==> src/rtl/frame_byte_serialiser.sv <==
// frame_byte_serialiser
// Pops 128-bit trace frames from the frame buffer and streams them out as
// bytes: a sync byte followed by the 16 frame bytes, least-significant first.
// Stats packets carry port width, LEDs and frame counters. They are sent when
// requested, or after every STATS_INTERVAL frames. They are only inserted
// between packets. The byte sink uses a valid/accept handshake, and a byte
// moves when DataReady and DataNext are both high at a rising clock edge.
module frame_byte_serialiser #(
  parameter logic [7:0]  SYNC_BYTE      = 8'hA5,
  parameter logic [7:0]  STATS_BYTE     = 8'hA6,
  parameter logic [15:0] STATS_INTERVAL = 16'd1024
) (
  input  logic         clk,
  input  logic         rst,
  input  logic [127:0] Frame,
  input  logic         FrameReady,
  output logic         FrameNext,
  input  logic [1:0]   Width,
  input  logic [7:0]   Leds,
  input  logic [31:0]  TotalFrames,
  input  logic [15:0]  LostFrames,
  input  logic         StatsReq,
  output logic [7:0]   DataVal,
  output logic         DataReady,
  input  logic         DataNext
);

  // Index of the last data byte of a frame packet (16 bytes after the sync byte)
  localparam logic [3:0]  FRAME_LAST_IDX = 4'd15;
  // Index of the last byte of a stats packet (9 bytes including the header)
  localparam logic [3:0]  STATS_LAST_IDX = 4'd8;
  // The frame counter sticks at this value rather than wrapping
  localparam logic [15:0] CNT_MAX        = 16'hFFFF;

  typedef enum logic [1:0] {
    ST_IDLE  = 2'd0,
    ST_HDR   = 2'd1,
    ST_DATA  = 2'd2,
    ST_STATS = 2'd3
  } state_t;

  // Registered state
  state_t         state_r;
  logic [127:0]   frame_r;
  logic [3:0]     idx_r;
  logic [15:0]    frame_cnt_r;
  logic           pending_r;
  logic [1:0]     width_r;
  logic [7:0]     leds_r;
  logic [31:0]    total_r;
  logic [15:0]    lost_r;
  logic [7:0]     data_val_r;
  logic           data_ready_r;
  logic           frame_next_r;

  // Next-state values from the combinational process
  state_t         state_s;
  logic [127:0]   frame_s;
  logic [3:0]     idx_s;
  logic [15:0]    frame_cnt_s;
  logic           pending_s;
  logic [1:0]     width_s;
  logic [7:0]     leds_s;
  logic [31:0]    total_s;
  logic [15:0]    lost_s;
  logic [7:0]     data_val_s;
  logic           data_ready_s;
  logic           frame_next_s;

  // Helper terms
  logic           xfer_s;
  logic           stats_due_s;

  // Selects byte i of a latched frame, byte 0 being bits [7:0]
  function automatic logic [7:0] frame_byte(input logic [127:0] f, input logic [3:0] i);
    frame_byte = f[{i, 3'b000} +: 8];
  endfunction

  // Selects byte i of a stats packet built from the snapshot registers
  function automatic logic [7:0] stats_byte(
    input logic [3:0]  i,
    input logic [1:0]  w,
    input logic [7:0]  l,
    input logic [31:0] t,
    input logic [15:0] lo
  );
    case (i)
      4'd0:    stats_byte = STATS_BYTE;
      4'd1:    stats_byte = {6'b000000, w};
      4'd2:    stats_byte = l;
      4'd3:    stats_byte = t[7:0];
      4'd4:    stats_byte = t[15:8];
      4'd5:    stats_byte = t[23:16];
      4'd6:    stats_byte = t[31:24];
      4'd7:    stats_byte = lo[7:0];
      4'd8:    stats_byte = lo[15:8];
      default: stats_byte = 8'h00;
    endcase
  endfunction

  assign xfer_s      = data_ready_r & DataNext;
  assign stats_due_s = pending_r |
                       ((STATS_INTERVAL != 16'd0) && (frame_cnt_r == STATS_INTERVAL));

  // Next-state and output decode. Every register holds its value unless a branch changes it.
  always_comb begin
    state_s      = state_r;
    frame_s      = frame_r;
    idx_s        = idx_r;
    frame_cnt_s  = frame_cnt_r;
    pending_s    = pending_r | StatsReq;
    width_s      = width_r;
    leds_s       = leds_r;
    total_s      = total_r;
    lost_s       = lost_r;
    data_val_s   = data_val_r;
    data_ready_s = data_ready_r;
    frame_next_s = 1'b0;

    case (state_r)
      ST_IDLE: begin
        data_ready_s = 1'b0;
        if (stats_due_s) begin
          // Freeze the status inputs so the whole packet shows one consistent snapshot
          width_s      = Width;
          leds_s       = Leds;
          total_s      = TotalFrames;
          lost_s       = LostFrames;
          frame_cnt_s  = 16'd0;
          pending_s    = 1'b0;
          idx_s        = 4'd0;
          data_val_s   = STATS_BYTE;
          data_ready_s = 1'b1;
          state_s      = ST_STATS;
        end else if (FrameReady) begin
          // Latch the head frame and pop it from the buffer in the same step
          frame_s      = Frame;
          frame_next_s = 1'b1;
          data_val_s   = SYNC_BYTE;
          data_ready_s = 1'b1;
          state_s      = ST_HDR;
        end else begin
          state_s      = ST_IDLE;
        end
      end

      ST_HDR: begin
        if (xfer_s) begin
          idx_s      = 4'd0;
          data_val_s = frame_byte(frame_r, 4'd0);
          state_s    = ST_DATA;
        end else begin
          state_s    = ST_HDR;
        end
      end

      ST_DATA: begin
        if (xfer_s) begin
          if (idx_r != FRAME_LAST_IDX) begin
            idx_s      = idx_r + 4'd1;
            data_val_s = frame_byte(frame_r, idx_r + 4'd1);
          end else begin
            // Last frame byte has been accepted. The next cycle in IDLE is the bubble between packets.
            data_ready_s = 1'b0;
            frame_cnt_s  = (frame_cnt_r == CNT_MAX) ? CNT_MAX : frame_cnt_r + 16'd1;
            state_s      = ST_IDLE;
          end
        end else begin
          state_s = ST_DATA;
        end
      end

      ST_STATS: begin
        if (xfer_s) begin
          if (idx_r != STATS_LAST_IDX) begin
            idx_s      = idx_r + 4'd1;
            data_val_s = stats_byte(idx_r + 4'd1, width_r, leds_r, total_r, lost_r);
          end else begin
            data_ready_s = 1'b0;
            state_s      = ST_IDLE;
          end
        end else begin
          state_s = ST_STATS;
        end
      end

      default: begin
        data_ready_s = 1'b0;
        state_s      = ST_IDLE;
      end
    endcase
  end

  // State and output registers. Reset is synchronous and active-low, and it abandons any packet in flight.
  always_ff @(posedge clk) begin
    if (!rst) begin
      state_r      <= ST_IDLE;
      frame_r      <= 128'h0;
      idx_r        <= 4'd0;
      frame_cnt_r  <= 16'd0;
      pending_r    <= 1'b0;
      width_r      <= 2'd0;
      leds_r       <= 8'h00;
      total_r      <= 32'h0;
      lost_r       <= 16'h0;
      data_val_r   <= 8'h00;
      data_ready_r <= 1'b0;
      frame_next_r <= 1'b0;
    end else begin
      state_r      <= state_s;
      frame_r      <= frame_s;
      idx_r        <= idx_s;
      frame_cnt_r  <= frame_cnt_s;
      pending_r    <= pending_s;
      width_r      <= width_s;
      leds_r       <= leds_s;
      total_r      <= total_s;
      lost_r       <= lost_s;
      data_val_r   <= data_val_s;
      data_ready_r <= data_ready_s;
      frame_next_r <= frame_next_s;
    end
  end

  assign FrameNext = frame_next_r;
  assign DataVal   = data_val_r;
  assign DataReady = data_ready_r;

endmodule
==> config.mk <==
export PLATFORM = sky130hd
export DESIGN_NAME = frame_byte_serialiser
export DESIGN_NICKNAME = d
export VERILOG_FILES = /design/src/rtl/frame_byte_serialiser.sv
export SDC_FILE = /design/constraint.sdc
export NUM_CORES = 1
export LEC_CHECK = 0
export ABC_AREA = 1
export CELL_PAD_IN_SITES_DETAIL_PLACEMENT = 1
export CELL_PAD_IN_SITES_GLOBAL_PLACEMENT = 1
export CORE_MARGIN = 4
export CORE_UTILIZATION = 33
export DETAILED_ROUTE_END_ITERATION = 8
export PLACE_DENSITY = 0.76
export SYNTH_ARGS = -nofsm -noshare
export SYNTH_HDL_FRONTEND = slang
export SYNTH_SLANG_ARGS = --single-unit
==> constraint.sdc <==
create_clock -name clk -period 2.2 [get_ports clk]
set_clock_uncertainty 0.15 [all_clocks]
set_input_delay 0.44 -clock clk [delete_from_list [all_inputs] [get_ports clk]]
set_output_delay 0.44 -clock clk [all_outputs]
set_load 0.03 [all_outputs]
* After elaboration in Yosys (flattened, before gate mapping) *
Index checks and enable logic that the tools add are counted.

storage, ports and cells
  register bits = 219
  latch bits = 0
  RAM bits = 0
  memory bits (read-only) = 0
  bits of input ports = 191
  output and inout bits = 10
  logic and storage cells = 97
  memories = 0

operators by class
  add/sub/neg operators = 2
  $mul = 0
  div/mod/pow operators = 0
  magnitude comparators = 0
  eq/ne operators = 26
  shifts and indexed selects = 1
  multiplexer cells = 38
  bitwise logic cells = 6
  reduce and logical (&&, ||, !) cells = 12

operator list
  operator                 number
  $shiftx A128 B8 Y8       1
  $pmux W8 S9              1
  $mux W16                 4
  $mux W8                  7
  $pmux W16 S2             1
  $pmux W8 S4              1
  $mux W4                  6
  $add A16 B1 Y16 const B  1
  $eq A16 B11 Y1 const B   1
  $eq A16 B16 Y1 const B   1
  $eq A4 B3 Y1 const B     4
  $ne A2 B2 Y1 const B     8
  $pmux W4 S4              1
  $mux W2                  6
  $reduce_and A6 Y1        2
  $mux W1                  9
  $ne A3 B3 Y1 const B     3
  $eq A4 B2 Y1 const B     2
  $ne A4 B4 Y1 const B     2
  $pmux W2 S4              1
  $reduce_and A5 Y1        1
  $add A4 B1 Y4 const B    1
  $eq A2 B2 Y1 const B     2
  $eq A4 B1 Y1 const B     1
  14 further kinds         18

* Depth between registers and ports, before layout *
  word-level depth = 6
  mapped depth = 16
  gate-level depth less buffers = 14

* Worst setup path after synthesis *
OpenSTA, ideal clock, no wires.

  path type = reg2reg
  start point = register idx_r[0]
  end point = register data_val_r[3], in the netlist DataVal[3]
  library setup time = 0.070 ns
  arrival time = 2.139 ns
  data required time = 1.980 ns
  path slack = -0.160 ns
  cell stages (with the launch flop) = 15
  path buffers = 3
  period minus slack after synthesis = 2.360 ns
  cells stage by stage = dfxtp_1 clkinv_1 clkbuf_1 ha_1 buf_2 inv_1 clkbuf_1 o211ai_1 nand3_1 nand3_1 nand2_1 a21oi_1 nand2_1 nand2_1 a21oi_1

between the ends
  longest elaborated chain between the ends = 6
  elaborated cells between the ends (all ways) = 22
  those cells by class = 1 x add/sub; 12 x eq/ne; 1 x shift; 6 x mux; 2 x reduce/logical

RTL lines
  what                                                   line  text
  from (decl)                                            45    logic [3:0] idx_r;
  from (signal assigned)                                 212   idx_r <= idx_s;
  branches (longest 6 deep; another with $add A4 B1 Y4)  --
  to (signal assigned)                                   219   data_val_r <= data_val_s;
  to (decl)                                              52    logic [7:0] data_val_r;

Several ways; the timed one is not identified. The select of a mux whose other input is x is not followed.
A chain may end at the register's enable or synchronous reset.

* Worst setup path in the final report *
  start point = register idx_r[0]
  end point = register data_val_r[1], in the netlist DataVal[1]

The elaborated chain is that of the path after synthesis.

==> results <==
[layout by cell type (no fill, tap or decap), types with 8 or more instances in the layout]
| cell | Yosys | final |
|---|---|---|
| nand2_1 | 265 | 258 |
| dfxtp_1 | 219 | 217 |
| a21oi_1 | 199 | 191 |
| clkdlybuf4s50_1 | 0 | 190 |
| o21ai_0 | 159 | 156 |
| inv_1 | 142 | 142 |
| nor2_1 | 146 | 141 |
| nand3_1 | 105 | 103 |
| buf_4 | 4 | 55 |
| o21ai_1 | 42 | 45 |
| nand4_1 | 32 | 32 |
| clkbuf_16 | 0 | 26 |
| o211ai_1 | 18 | 18 |
| nand2_2 | 12 | 15 |
| buf_12 | 0 | 12 |
| inv_2 | 11 | 11 |
| nor2_2 | 5 | 9 |
| a21oi_2 | 0 | 8 |
| dlygate4sd2_1 | 0 | 8 |
[logic make-up after synthesis]
| logic type | count (synthesis) | share of synthesized area [%] |
|---|---|---|
| xor+xnor | 3 | 0.253 |
| simple gates | 584 | 24.6 |
| fa+ha+maj | 8 | 0.965 |
| buf+inv | 260 | 10.7 |
| compound gates | 426 | 21.2 |
| flops | 219 | 42.3 |
[metrics by stage]
stage                     instance area [sq um]  TNS [ps]
after global routing                      14100     -80.1
after detailed placement                  13000      -410
after floorplan                           10400         0
after CTS                                 13900         0
after global placement                    13000     -58.3
final                                     14100         0
[layer usage]
metal	track usage, %	wire, microns	vias to the layer above
met1	27.0	16500	5058
met5	0	0	-
met3	3.08	1860	42
met4	4.52	827	0
met2	35.3	17300	248
li1	-	-	5322
[worst max-delay path, delay by kind of cell, from the launching register on]
| family | cells | cell delay, ps |
|---|---|---|
| and+or+nand+nor | 5 | 520 |
| DFF | 1 | 400 |
| buffers and inverters | 3 | 290 |
| AOI/OAI and AO/OA | 3 | 350 |
| adders and majority gates | 1 | 290 |
[final cells by class]
type                       instances  area [sq um]  share of cell area (%)
multi-input combinational       1021          5010                    35.5
tap                              396           495                    3.52
timing repair buffer             271          2710                    19.3
inverter                         156           614                    4.36
clock buffer                      38           766                    5.43
sequential                       219          4390                    31.2
antenna                            1          2.50                  0.0178
clock inverter                     8           104                   0.737
[synth_stat cells (8+ instances only)]
cell type / n
clkbuf_1: 44
dfxtp_1: 219
ha_1: 8
nand2_2: 12
o211ai_1: 18
nor2_1: 146
nand3_1: 105
o21ai_1: 42
o21ai_0: 159
inv_1: 142
inv_2: 11
a21oi_1: 199
nand4_1: 32
nand2_1: 265
buf_2: 49
[final timing paths]
path              cells after the start        start          end  slack (ps)
setup / recovery                     12     idx_r[0]   DataVal[1]          70
hold / removal                        3          rst  frame_r[43]         190
setup reg to reg                     12     idx_r[0]   DataVal[1]          70
hold reg to reg                       2  frame_r[92]  frame_r[92]         300
[timing repair]
| item | CTS | global route |
|---|---|---|
| buffers inserted | 1 | 0 |
| endpoints found under the setup margin | 16 | 45 |
| resized for setup | 13 | 44 |
| pin swaps | 1 | 10 |
[sequential cells by signal, indices dropped and copies added (netlist names)]
signal       cells
frame_r        128
total_r         32
frame_cnt_r     16
lost_r          16
DataVal          8
leds_r           8
idx_r            4
state_r          2
width_r          2
DataReady        1
FrameNext        1
pending_r        1
[where the power goes]
part | internal, uW | leakage [uW] | switching (uW)
logic | 1890 | 0.00339 | 3160
clock network | 2640 | 0.000428 | 1710
registers | 5100 | 0.00180 | 525
total | 9630 | 0.00562 | 5390
==> run metrics <==
startpoint types=flop; area grow syn2layout=35.9%; Top FF cell, synth=dfxtp_1; static leakage=roughly 0.0056 uW; Final Hold Violating Endpoints=0; placed insts=about 2100; CP max stage delay=400 ps; gp weighted congestion=0.841; Crit. End Element=flop; EDFF count, synth=0; vias per inst=around 5; Worst-path clk slew=60 ps; final slew viol count=0; Post-layout nets=approximately 1900; hpwl dp=26800 microns; initial antenna violation count=1; CTS tree=done; status=finished, final reports clean; final setup vio count=0; Synth top area share=between 40% and 50%; Iteration-0 DRC Markers=618; IO Pins=201; synthesized net count=around 1700; DRC Markers=0; Die ar.=about 34000 sq um; vias in the first global route=~11000; die height=approximately 190 microns; CTS Buf Count=26; fin cells=about 2100; biggest area consumer among synthesized cells=dfxtp_1; first-pass GRT wire length=about 57000 microns; pwr/cell area=1070 nW/um^2; total grt overflow=0; Maximum Capacitance Violations=0; Worst EP arrival=between 2000 and 2500 ps; hold_ws=roughly 190 ps; clk sink count=approximately 220; Root Buffer=clkbuf_16; FF+latch count, synth=approximately 220; post-synthesis sequential area ratio=between 40 and 50%; DR WL/cell=17.3 microns; synth top area cells=dfxtp_1, a21oi_1, nand2_1; cells after synthesis=1500; fillers=around 3800; Worst Setup Path Type=reg2reg; Cell variety after synth=40; Longest Clk Path Bufs=3; starting density of the core=between 30% and 40%; largest net degree at the start of global routing=80; slowest CP cell=dfxtp_4; Worst Path Required=~2500 ps; std cell rows=between 60 and 70; HP Class=in2reg; worst slack, placed=-109 ps; Die W=185 microns; final core occ=45.7%; total power=about 15000 uW; Final period util=97.0%; Synth Cell Area=10400 sq um; Synth Area per Inst=just under 7 sq um; Setup WS post-layout=between 60 and 70 ps; Post-DRT Antenna Nets=0; CP Cell Sequence=inv_4, ha_4, inv_1, buf_12, o211ai_1, nand3_2, nand3_2, nand2_2, a21oi_2, nand2_1, nand2_1, a21oi_1; Worst-Margin Slew=approximately 500 ps; yosys synthesis warning count=0; DRT Wirelength=~37000 microns; Post-synth ARST share=0%; clk_lat worst skew=540 ps; CTS H-tree lvls=1; Buffers on Ports=200; worst relative slew slack=66.7%; Via Count=between 10000 and 15000; Tmin final=2130 ps; fmax=469 MHz; Core Region=around 30000 sq um; Global Route Usage Sum=just over 20%; share of cells above drive strength 1=a little over a tenth; RSZ-0062 raised after global routing=true; DRT Pass-1 Iters=5; crit-path max FO=22; maximum vdd drop=between 0.6 and 0.7 mV; hold buffers post-CTS=0
(Power assumes the default switching activity.)
